File: config.mk
export PLATFORM = sky130hd
export DESIGN_NAME = mem_arbiter_flat
export DESIGN_NICKNAME = d
export VERILOG_FILES = /design/src/rtl/mem_arbiter_if.sv /design/src/rtl/mem_arbiter.sv /design/src/flat_wrapper.sv
export SDC_FILE = /design/constraint.sdc
export NUM_CORES = 1
export LEC_CHECK = 0
export CELL_PAD_IN_SITES_DETAIL_PLACEMENT = 0
export CELL_PAD_IN_SITES_GLOBAL_PLACEMENT = 2
export CORE_MARGIN = 4
export CORE_UTILIZATION = 32
export DETAILED_ROUTE_END_ITERATION = 10
export PLACE_DENSITY = 0.86
export SKIP_LAST_GASP = 1
export SLEW_MARGIN = 20
export SYNTH_ARGS = -nofsm -noshare
export SYNTH_HDL_FRONTEND = slang
export SYNTH_SLANG_ARGS = --single-unit
File: constraint.sdc
create_clock -name clk -period 3 [get_ports clk]
set_clock_uncertainty 0.1 [all_clocks]
set_input_delay 0.9 -clock clk [delete_from_list [all_inputs] [get_ports clk]]
set_output_delay 0.9 -clock clk [all_outputs]
set_load 0.01 [all_outputs]
File: src/rtl/mem_arbiter_if.sv
// -----------------------------------------------------------------------------
// mem_arbiter_if
// Bundles every handshake and bus signal around mem_arbiter.
//   Requester side (ports 0 and 1):
//     m*_request_enable  one-cycle request pulse into the arbiter
//     m*_mode/addr/wdata/wstrb  request fields, sampled with the pulse
//     m*_response_enable one-cycle completion pulse back to the owner
//     m*_data            read data, valid with the matching response pulse
//   Memory side (single outstanding transaction):
//     mem_request_enable one-cycle downstream request pulse
//     mem_mode/addr/wdata/wstrb  downstream request fields
//     mem_response_enable downstream completion pulse
//     mem_data           downstream read data
//   Status:
//     overflow           sticky per-port dropped-request flag
// Modports: slave = the arbiter itself, master = the environment driving it.
// -----------------------------------------------------------------------------
interface mem_arbiter_if;
    logic        m0_request_enable;
    logic        m0_mode;
    logic [31:0] m0_addr;
    logic [31:0] m0_wdata;
    logic [3:0]  m0_wstrb;
    logic        m0_response_enable;
    logic [31:0] m0_data;

    logic        m1_request_enable;
    logic        m1_mode;
    logic [31:0] m1_addr;
    logic [31:0] m1_wdata;
    logic [3:0]  m1_wstrb;
    logic        m1_response_enable;
    logic [31:0] m1_data;

    logic        mem_request_enable;
    logic        mem_mode;
    logic [31:0] mem_addr;
    logic [31:0] mem_wdata;
    logic [3:0]  mem_wstrb;
    logic        mem_response_enable;
    logic [31:0] mem_data;

    logic [1:0]  overflow;

    modport slave (
        input  m0_request_enable, m0_mode, m0_addr, m0_wdata, m0_wstrb,
        output m0_response_enable, m0_data,
        input  m1_request_enable, m1_mode, m1_addr, m1_wdata, m1_wstrb,
        output m1_response_enable, m1_data,
        output mem_request_enable, mem_mode, mem_addr, mem_wdata, mem_wstrb,
        input  mem_response_enable, mem_data,
        output overflow
    );

    modport master (
        output m0_request_enable, m0_mode, m0_addr, m0_wdata, m0_wstrb,
        input  m0_response_enable, m0_data,
        output m1_request_enable, m1_mode, m1_addr, m1_wdata, m1_wstrb,
        input  m1_response_enable, m1_data,
        input  mem_request_enable, mem_mode, mem_addr, mem_wdata, mem_wstrb,
        output mem_response_enable, mem_data,
        input  overflow
    );
endinterface

File: src/rtl/mem_arbiter.sv
// -----------------------------------------------------------------------------
// mem_arbiter
// Shares a single-outstanding, pulse-style memory bus between the core data
// port (port 0) and the virtio DMA controller (port 1). Each port owns one
// pending slot; the bus is granted round-robin, one transaction at a time, and
// every response is steered back to the port that issued the transaction.
// Ports:
//   clk   system clock, all state on the rising edge
//   rstn  asynchronous active-low reset
//   bus   mem_arbiter_if.slave (requester ports, memory bus, overflow flags)
// All outputs are registered; there is no combinational path from a request
// pulse to the memory-side outputs.
// -----------------------------------------------------------------------------
module mem_arbiter (
    input  logic           clk,
    input  logic           rstn,
    mem_arbiter_if.slave   bus
);

    typedef enum logic [0:0] {
        ST_IDLE = 1'b0,
        ST_WAIT = 1'b1
    } state_t;

    // Arbitration state
    state_t           r_state;
    logic             r_last_grant;
    logic             r_owner;

    // Pending slots, index = port number
    logic [1:0]       r_valid;
    logic [1:0]       r_mode;
    logic [1:0][31:0] r_addr;
    logic [1:0][31:0] r_wdata;
    logic [1:0][3:0]  r_wstrb;

    // Registered outputs
    logic             r_mem_req;
    logic             r_mem_mode;
    logic [31:0]      r_mem_addr;
    logic [31:0]      r_mem_wdata;
    logic [3:0]       r_mem_wstrb;
    logic [1:0]       r_resp;
    logic [1:0][31:0] r_data;
    logic [1:0]       r_overflow;

    // Incoming request fields, index = port number
    logic [1:0]       w_req;
    logic [1:0]       w_in_mode;
    logic [1:0][31:0] w_in_addr;
    logic [1:0][31:0] w_in_wdata;
    logic [1:0][3:0]  w_in_wstrb;

    // Arbitration decision for the current edge
    logic [1:0]       w_cand;
    logic             w_issue;
    logic             w_sel;
    logic [1:0]       w_iss_port;
    logic             w_iss_mode;
    logic [31:0]      w_iss_addr;
    logic [31:0]      w_iss_wdata;
    logic [3:0]       w_iss_wstrb;

    assign w_req      = {bus.m1_request_enable, bus.m0_request_enable};
    assign w_in_mode  = {bus.m1_mode,  bus.m0_mode};
    assign w_in_addr  = {bus.m1_addr,  bus.m0_addr};
    assign w_in_wdata = {bus.m1_wdata, bus.m0_wdata};
    assign w_in_wstrb = {bus.m1_wstrb, bus.m0_wstrb};

    // A port is a candidate if its slot is full or it is pulsing right now;
    // the live pulse lets an idle bus issue on the very edge that samples it.
    assign w_cand  = r_valid | w_req;
    assign w_issue = (r_state == ST_IDLE) && (w_cand != 2'b00);

    // Round-robin pick: a tie goes to the port that was not granted last.
    always_comb begin
        w_sel = 1'b0;
        case (w_cand)
            2'b01:   w_sel = 1'b0;
            2'b10:   w_sel = 1'b1;
            2'b11:   w_sel = ~r_last_grant;
            default: w_sel = 1'b0;
        endcase
    end

    // One-hot view of which port is issued on this edge (none when not issuing).
    always_comb begin
        w_iss_port = 2'b00;
        if (w_issue) begin
            w_iss_port = w_sel ? 2'b10 : 2'b01;
        end else begin
            w_iss_port = 2'b00;
        end
    end

    // Issued fields come from the slot if it is full, else from the live pulse.
    always_comb begin
        w_iss_mode  = 1'b0;
        w_iss_addr  = 32'h0000_0000;
        w_iss_wdata = 32'h0000_0000;
        w_iss_wstrb = 4'h0;
        if (r_valid[w_sel]) begin
            w_iss_mode  = r_mode[w_sel];
            w_iss_addr  = r_addr[w_sel];
            w_iss_wdata = r_wdata[w_sel];
            w_iss_wstrb = r_wstrb[w_sel];
        end else begin
            w_iss_mode  = w_in_mode[w_sel];
            w_iss_addr  = w_in_addr[w_sel];
            w_iss_wdata = w_in_wdata[w_sel];
            w_iss_wstrb = w_in_wstrb[w_sel];
        end
    end

    // Arbiter FSM, pending slots and all registered outputs.
    always_ff @(posedge clk or negedge rstn) begin
        if (!rstn) begin
            r_state      <= ST_IDLE;
            r_last_grant <= 1'b1;
            r_owner      <= 1'b0;
            r_valid      <= 2'b00;
            r_mode       <= 2'b00;
            r_addr       <= {2{32'h0000_0000}};
            r_wdata      <= {2{32'h0000_0000}};
            r_wstrb      <= {2{4'h0}};
            r_mem_req    <= 1'b0;
            r_mem_mode   <= 1'b0;
            r_mem_addr   <= 32'h0000_0000;
            r_mem_wdata  <= 32'h0000_0000;
            r_mem_wstrb  <= 4'h0;
            r_resp       <= 2'b00;
            r_data       <= {2{32'h0000_0000}};
            r_overflow   <= 2'b00;
        end else begin
            // Pulses default low; only the branches below raise them.
            r_mem_req <= 1'b0;
            r_resp    <= 2'b00;

            case (r_state)
                ST_IDLE: begin
                    // A response seen here is spurious or stale and is ignored.
                    if (w_issue) begin
                        r_mem_req   <= 1'b1;
                        r_mem_mode  <= w_iss_mode;
                        r_mem_addr  <= w_iss_addr;
                        r_mem_wdata <= w_iss_wdata;
                        r_mem_wstrb <= w_iss_wstrb;
                        r_owner     <= w_sel;
                        r_state     <= ST_WAIT;
                    end else begin
                        r_state     <= ST_IDLE;
                    end
                end
                ST_WAIT: begin
                    if (bus.mem_response_enable) begin
                        r_resp[r_owner] <= 1'b1;
                        r_data[r_owner] <= bus.mem_data;
                        r_last_grant    <= r_owner;
                        r_state         <= ST_IDLE;
                    end else begin
                        r_state         <= ST_WAIT;
                    end
                end
                default: begin
                    r_state <= ST_IDLE;
                end
            endcase

            for (int i = 0; i < 2; i++) begin
                if (w_req[i]) begin
                    if (r_valid[i] && !w_iss_port[i]) begin
                        // Slot still occupied: drop the new request.
                        r_overflow[i] <= 1'b1;
                    end else if (!r_valid[i] && w_iss_port[i]) begin
                        // Empty slot, pulse issued straight to the bus.
                        r_valid[i] <= 1'b0;
                    end else begin
                        // Empty slot, or old entry leaving on this edge.
                        r_valid[i] <= 1'b1;
                        r_mode[i]  <= w_in_mode[i];
                        r_addr[i]  <= w_in_addr[i];
                        r_wdata[i] <= w_in_wdata[i];
                        r_wstrb[i] <= w_in_wstrb[i];
                    end
                end else if (w_iss_port[i]) begin
                    r_valid[i] <= 1'b0;
                end else begin
                    r_valid[i] <= r_valid[i];
                end
            end
        end
    end

    assign bus.mem_request_enable = r_mem_req;
    assign bus.mem_mode           = r_mem_mode;
    assign bus.mem_addr           = r_mem_addr;
    assign bus.mem_wdata          = r_mem_wdata;
    assign bus.mem_wstrb          = r_mem_wstrb;
    assign bus.m0_response_enable = r_resp[0];
    assign bus.m1_response_enable = r_resp[1];
    assign bus.m0_data            = r_data[0];
    assign bus.m1_data            = r_data[1];
    assign bus.overflow           = r_overflow;

endmodule

File: src/flat_wrapper.sv
// flat-port wrapper written by rule: the top's interface ports become plain ports
module mem_arbiter_flat 
  (clk, rstn, bus_m0_request_enable, bus_m0_mode, bus_m0_addr, bus_m0_wdata, bus_m0_wstrb, bus_m0_response_enable, bus_m0_data, bus_m1_request_enable, bus_m1_mode, bus_m1_addr, bus_m1_wdata, bus_m1_wstrb, bus_m1_response_enable, bus_m1_data, bus_mem_request_enable, bus_mem_mode, bus_mem_addr, bus_mem_wdata, bus_mem_wstrb, bus_mem_response_enable, bus_mem_data, bus_overflow);
  mem_arbiter_if bus_i ();
  input  logic clk;
  input  logic rstn;
  input wire logic [$bits(bus_i.m0_request_enable)-1:0] bus_m0_request_enable;
  input wire logic [$bits(bus_i.m0_mode)-1:0] bus_m0_mode;
  input wire logic [$bits(bus_i.m0_addr)-1:0] bus_m0_addr;
  input wire logic [$bits(bus_i.m0_wdata)-1:0] bus_m0_wdata;
  input wire logic [$bits(bus_i.m0_wstrb)-1:0] bus_m0_wstrb;
  output wire logic [$bits(bus_i.m0_response_enable)-1:0] bus_m0_response_enable;
  output wire logic [$bits(bus_i.m0_data)-1:0] bus_m0_data;
  input wire logic [$bits(bus_i.m1_request_enable)-1:0] bus_m1_request_enable;
  input wire logic [$bits(bus_i.m1_mode)-1:0] bus_m1_mode;
  input wire logic [$bits(bus_i.m1_addr)-1:0] bus_m1_addr;
  input wire logic [$bits(bus_i.m1_wdata)-1:0] bus_m1_wdata;
  input wire logic [$bits(bus_i.m1_wstrb)-1:0] bus_m1_wstrb;
  output wire logic [$bits(bus_i.m1_response_enable)-1:0] bus_m1_response_enable;
  output wire logic [$bits(bus_i.m1_data)-1:0] bus_m1_data;
  output wire logic [$bits(bus_i.mem_request_enable)-1:0] bus_mem_request_enable;
  output wire logic [$bits(bus_i.mem_mode)-1:0] bus_mem_mode;
  output wire logic [$bits(bus_i.mem_addr)-1:0] bus_mem_addr;
  output wire logic [$bits(bus_i.mem_wdata)-1:0] bus_mem_wdata;
  output wire logic [$bits(bus_i.mem_wstrb)-1:0] bus_mem_wstrb;
  input wire logic [$bits(bus_i.mem_response_enable)-1:0] bus_mem_response_enable;
  input wire logic [$bits(bus_i.mem_data)-1:0] bus_mem_data;
  output wire logic [$bits(bus_i.overflow)-1:0] bus_overflow;
  assign bus_i.m0_request_enable = bus_m0_request_enable;
  assign bus_i.m0_mode = bus_m0_mode;
  assign bus_i.m0_addr = bus_m0_addr;
  assign bus_i.m0_wdata = bus_m0_wdata;
  assign bus_i.m0_wstrb = bus_m0_wstrb;
  assign bus_m0_response_enable = bus_i.m0_response_enable;
  assign bus_m0_data = bus_i.m0_data;
  assign bus_i.m1_request_enable = bus_m1_request_enable;
  assign bus_i.m1_mode = bus_m1_mode;
  assign bus_i.m1_addr = bus_m1_addr;
  assign bus_i.m1_wdata = bus_m1_wdata;
  assign bus_i.m1_wstrb = bus_m1_wstrb;
  assign bus_m1_response_enable = bus_i.m1_response_enable;
  assign bus_m1_data = bus_i.m1_data;
  assign bus_mem_request_enable = bus_i.mem_request_enable;
  assign bus_mem_mode = bus_i.mem_mode;
  assign bus_mem_addr = bus_i.mem_addr;
  assign bus_mem_wdata = bus_i.mem_wdata;
  assign bus_mem_wstrb = bus_i.mem_wstrb;
  assign bus_i.mem_response_enable = bus_mem_response_enable;
  assign bus_i.mem_data = bus_mem_data;
  assign bus_overflow = bus_i.overflow;
  mem_arbiter u_core (.clk(clk), .rstn(rstn), .bus(bus_i));
endmodule
# Yosys cells after proc, flatten, opt, wreduce, memory -nomap -nowiden
# Index checks and enable logic that the tools add are counted.
# Widths: inputs -> output; s select.
# op_classes
n_mux,44
n_bitwise,7
magnitude_cmp,3
eq_ne,4
reduce_logical,21
# op_table
cell,n
$mux 32,11
$bwmux 64,1
$demux 32 s1,1
$mux 4,5
$mux 1,19
$reduce_and 2->1,6
$mux 2,4
$logic_and 1x1->1,6
$not 1->1,6
$reduce_and 3->1,2
$reduce_bool 2->1,3
$eq 2x2->1 const B,2
$logic_not 1->1,4
$lt 1x2->1 const B,2
$ne 2x2->1 const B,2
$pmux 1 s2,2
$or 2x2->2,1
$demux 1 s1,1
$ge 1x1->1 const B,1
# word_totals
inputBits,175
output_inout_bits,138
register_bits,281
elab_cells,102

# Logic depth before layout (Yosys ltp)
# depth
ltp_word,9
depth_mapped,12

# Worst setup path after synthesis
# Ideal clock, no wire load.
# synth_timing
kind,input to register
startpoint,input port bus_m0_request_enable
endpoint,register u_core.r_wdata[24] (netlist name)
n_path_buf,6
arrival_ns,3.048
path_stages,12
path_slack_ns,-0.273
setup_ns,0.125
path_cell_list,buf_6 o21a_1 or2_1 buf_2 buf_6 buf_6 nand2_1 ha_1 nand2_1 buf_2 buf_2 mux2_2
# synth_between
elab_chain_len,9
word_cells_on_any_way,14
# synth_rtl
item,line,text
start: declaration,flat_wrapper.sv:7,input wire logic [$bits(bus_i.m0_request_enable)-1:0] bus_m0_request_enable;
$or 2x2->2,mem_arbiter.sv:72,assign w_cand = r_valid | w_req;
$eq 2x2->1,mem_arbiter.sv:78,case (w_cand)
$pmux 1 s2,mem_arbiter.sv:78,
$mux 2,mem_arbiter.sv:90,w_iss_port = w_sel ? 2'b10 : 2'b01;
$mux 2,mem_arbiter.sv:89,if (w_issue) begin
$logic_not 1->1,mem_arbiter.sv:171,if (r_valid[i] && !w_iss_port[i]) begin
$logic_and 1x1->1,mem_arbiter.sv:171,
$not 1->1 (no source line),-,
$reduce_and 3->1 (no source line) (*),-,
end signal: assignment,mem_arbiter.sv:124,r_wdata <= {2{32'h0000_0000}};
end signal: indexed assignment,mem_arbiter.sv:182,r_wdata[i] <= w_in_wdata[i];
end: declaration,mem_arbiter.sv:34,logic [1:0][31:0] r_wdata;
# Every way passes the cells marked *; elsewhere a longest branch is shown, timed or not.
# A chain may end at the register's enable or synchronous reset.

# Worst setup path after layout
# layout_timing
startpoint,input port bus_m0_request_enable
endpoint,register u_core.r_wdata[60] (netlist name)
# layout_between
elab_chain_len,9
word_cells_on_any_way,14
# layout_rtl
item,line
$or 2x2->2 (*),mem_arbiter.sv:72
$eq 2x2->1,mem_arbiter.sv:78
$pmux 1 s2,mem_arbiter.sv:78
$mux 2,mem_arbiter.sv:90
$mux 2 (*),mem_arbiter.sv:89
$logic_not 1->1,mem_arbiter.sv:171
$logic_and 1x1->1,mem_arbiter.sv:171
$not 1->1 (no source line),-
$reduce_and 3->1 (no source line) (*),-
# Marked as above.

==> flow_metrics.env <==
export IMPL_cts_root_buf="clkbuf_16"
export IMPL_synth_top_area_cell="dfrtp_1"
export IMPL_clk_pin_slew_ns=0.06
export IMPL_holdBufCountCts=0
export IMPL_synth_edff_count=0
export IMPL_synth_top_area_share_pct=57.3
export IMPL_layout_commonest_cell="clkdlybuf4s50_1"
export IMPL_hold_class="in -> async"
export IMPL_crit_slowest_cell="clkdlybuf4s50_1"
export IMPL_drc=0
export IMPL_core_area_um2=37700
export IMPL_port_buffers=312
export IMPL_fillCellCount=3529
export IMPL_ir_drop_mv=0.552
export IMPL_cts_setup_buffers=0
export IMPL_via_per_inst=4.85
export IMPL_setup_violations_final=0
export IMPL_via_count=8683
export IMPL_clockBufferDepth=3
export IMPL_period_minus_slack_ns=2.80
export IMPL_yosys_warnings=0
export IMPL_place_gp_congestion=0.755
export IMPL_maxCapViolCount=0
export IMPL_cts_tree="yes"
export IMPL_power_density_nw_per_um2=1050
export IMPL_rr_startpoint="u_core.r_valid[0]"
export IMPL_yosys_top_cells_area="dfrtp_1, mux2_2, mux2i_1"
export IMPL_cp_end_kind="register"
export IMPL_cp_buffers_inverters=3
export IMPL_firstDrtPassIters=6
export IMPL_yosysSeqAreaShare_pct=57.6
export IMPL_final_util_pct=45.6
export IMPL_finalWirelength_um=34200
export IMPL_crit_cells=8
export IMPL_cts_sinks=281
export IMPL_netlist_area_um2=12200
export IMPL_htreeDepth=2
export IMPL_worstMarginPinSlew_ns=0.953
export IMPL_avgRoutedWirePerCell_um=19.1
export IMPL_antenna_found_initial=2
export IMPL_cts_buffers_inserted=34
export IMPL_synth_nets=1117
export IMPL_start_kind="input port"
export IMPL_synth_seq_cells=281
export IMPL_track_usage_pct=16.3
export IMPL_mostFrequentLayoutCells="clkdlybuf4s50_1, dfrtp_1, nand2_1"
export IMPL_synthFlopType="dfrtp_1"
export IMPL_outcome="complete, no violations"
export IMPL_fp_dieW_um=203
export IMPL_num_rows=71
export IMPL_cts_resized=0
export IMPL_p_leak_uw=0.00752
export IMPL_finalHoldViolCount=0
export IMPL_io_pins=313
export IMPL_regToRegSetupSlack_ns=0.49
export IMPL_avgSynthCellArea_um2=13.0
export IMPL_grt_overflow_total=0
export IMPL_start_util_pct=32.4
export IMPL_dieArea_um2=41400
export IMPL_max_freq_mhz=357
export IMPL_crit_chain="clkdlybuf4s50_1 > buf_4 > o21a_1 > or3_1 > ha_1 > nand2_4 > buf_12 > mux2_2"
export IMPL_relSlewSlack_pct=36.5
export IMPL_area_delta_synth_final_pct=40.6
export IMPL_critical_path_arrival_ns=3.09
export IMPL_cp_max_fo=24
export IMPL_drv_slew=0
export IMPL_synth_cell_types=27
export IMPL_reg2reg_to="u_core.r_addr[22]"
export IMPL_die_h_um=203
export IMPL_cpLargestDelayFamily="buffers and inverters"
export IMPL_worst_r2r_path_depth=8
export IMPL_final_nets=1430
export IMPL_period_share_pct=93.4
export IMPL_drive_above_1_share_pct=20.8
export IMPL_first_global_vias=9529
export IMPL_critPathMaxStageDelay_ns=0.42
export IMPL_grt_max_degree=78
export IMPL_grt_setup_unrepaired="no"
export IMPL_place_hpwl_um=22900
export IMPL_netlist_instances=938
export IMPL_clk_latency_ns=0.52
export IMPL_drtIter0Drc=299
export IMPL_grt_pass1_wl_um=54100
export IMPL_antenna_left=0
export IMPL_crit_type="in -> reg"
export IMPL_cp_required_ns=3.29
export IMPL_total_power_uw=18000
export IMPL_crit_path_start="bus_m0_request_enable"
export IMPL_async_flop_share_pct=100
==> sequential cells by signal, summed over array words and instances (netlist names) <==
signal and count:
u_core.r_addr 64, u_core.r_wdata 64, u_core.bus.m0_data 32, u_core.bus.m1_data 32, u_core.bus.mem_addr 32, u_core.bus.mem_wdata 32
u_core.r_wstrb 8, u_core.bus.mem_wstrb 4, u_core.bus.overflow 2, u_core.r_mode 2, u_core.r_resp 2, u_core.r_valid 2
u_core.bus.mem_mode 1, u_core.bus.mem_request_enable 1, u_core.r_last_grant 1, u_core.r_owner 1, u_core.r_state 1
==> area by class of cell <==
class | count | area, µm² | share of cell area, %
antenna | 2 | 5.00 | 0.0291
clock buffer | 49 | 988 | 5.75
clock inverter | 12 | 116 | 0.677
inverter | 8 | 30.0 | 0.175
multi-input combinational | 584 | 4830 | 28.1
sequential | 281 | 7030 | 40.9
tap | 511 | 639 | 3.72
timing repair buffer | 342 | 3540 | 20.6
==> cell usage after synthesis, types with 2 or more instances <==
master,n
mux2_2,170
ha_1,4
o21ai_0,2
o221ai_1,69
nand2b_1,2
or3_1,3
mux2i_1,139
clkbuf_1,18
buf_2,21
nor2_1,5
nand2_1,175
buf_6,15
inv_1,8
o21a_1,2
nand3_1,2
a21oi_1,2
a21o_1,2
dfrtp_1,280
buf_1,11
==> per-stage QoR <==
| stage | worst slack, ns | hold slack, ns | cells | cell area (µm²) | TNS [ns] |
|---|---|---|---|---|---|
| finish | 0.198 | 0.178 | 1789 | 17200 | 0 |
| CTS | 0.215 | 0.188 | 1787 | 17200 | 0 |
| floorplan | 0.00166 | 0.362 | 938 | 12300 | 0 |
| global route | 0.0793 | 0.197 | 1787 | 17200 | 0 |
| global placement | -0.308 | 0.343 | 1726 | 16100 | -56.49 |
| detailed placement | -0.331 | 0.356 | 1726 | 16100 | -57.79 |
==> where the power goes <==
part,total [µW],internal [µW],switching [µW]
Sequential,6690,5690,1000
Combinational,7280,4140,3140
Clock,4020,2400,1620
==> routing by layer <==
layer  GRT usage [%]  vias up  wire length, µm
met5               0        -               21
met4            4.29        4              777
met3            6.68       54             3260
met2            26.8      284            16100
met1            20.2     4362            14100
li1                -     3979                -
==> cells by family after synthesis <==
group           share of synthesized area (%)
flops                                    57.6
buf+inv                                  3.38
simple gates                             6.12
compound gates                           5.47
mux                                      27.1
fa+ha+maj                               0.410
==> worst max path at each step <==
stage	end	slack, ns
after floorplan	u_core.r_wdata[24]	0.002
after global placement	u_core.r_wdata[57]	-0.31
after detailed placement	u_core.bus.mem_addr[23]	-0.33
after CTS	u_core.r_wdata[60]	0.21
after global routing	u_core.bus.mem_wdata[3]	0.08
final	u_core.r_wdata[60]	0.20
Power figures use the tool's default switching activity.
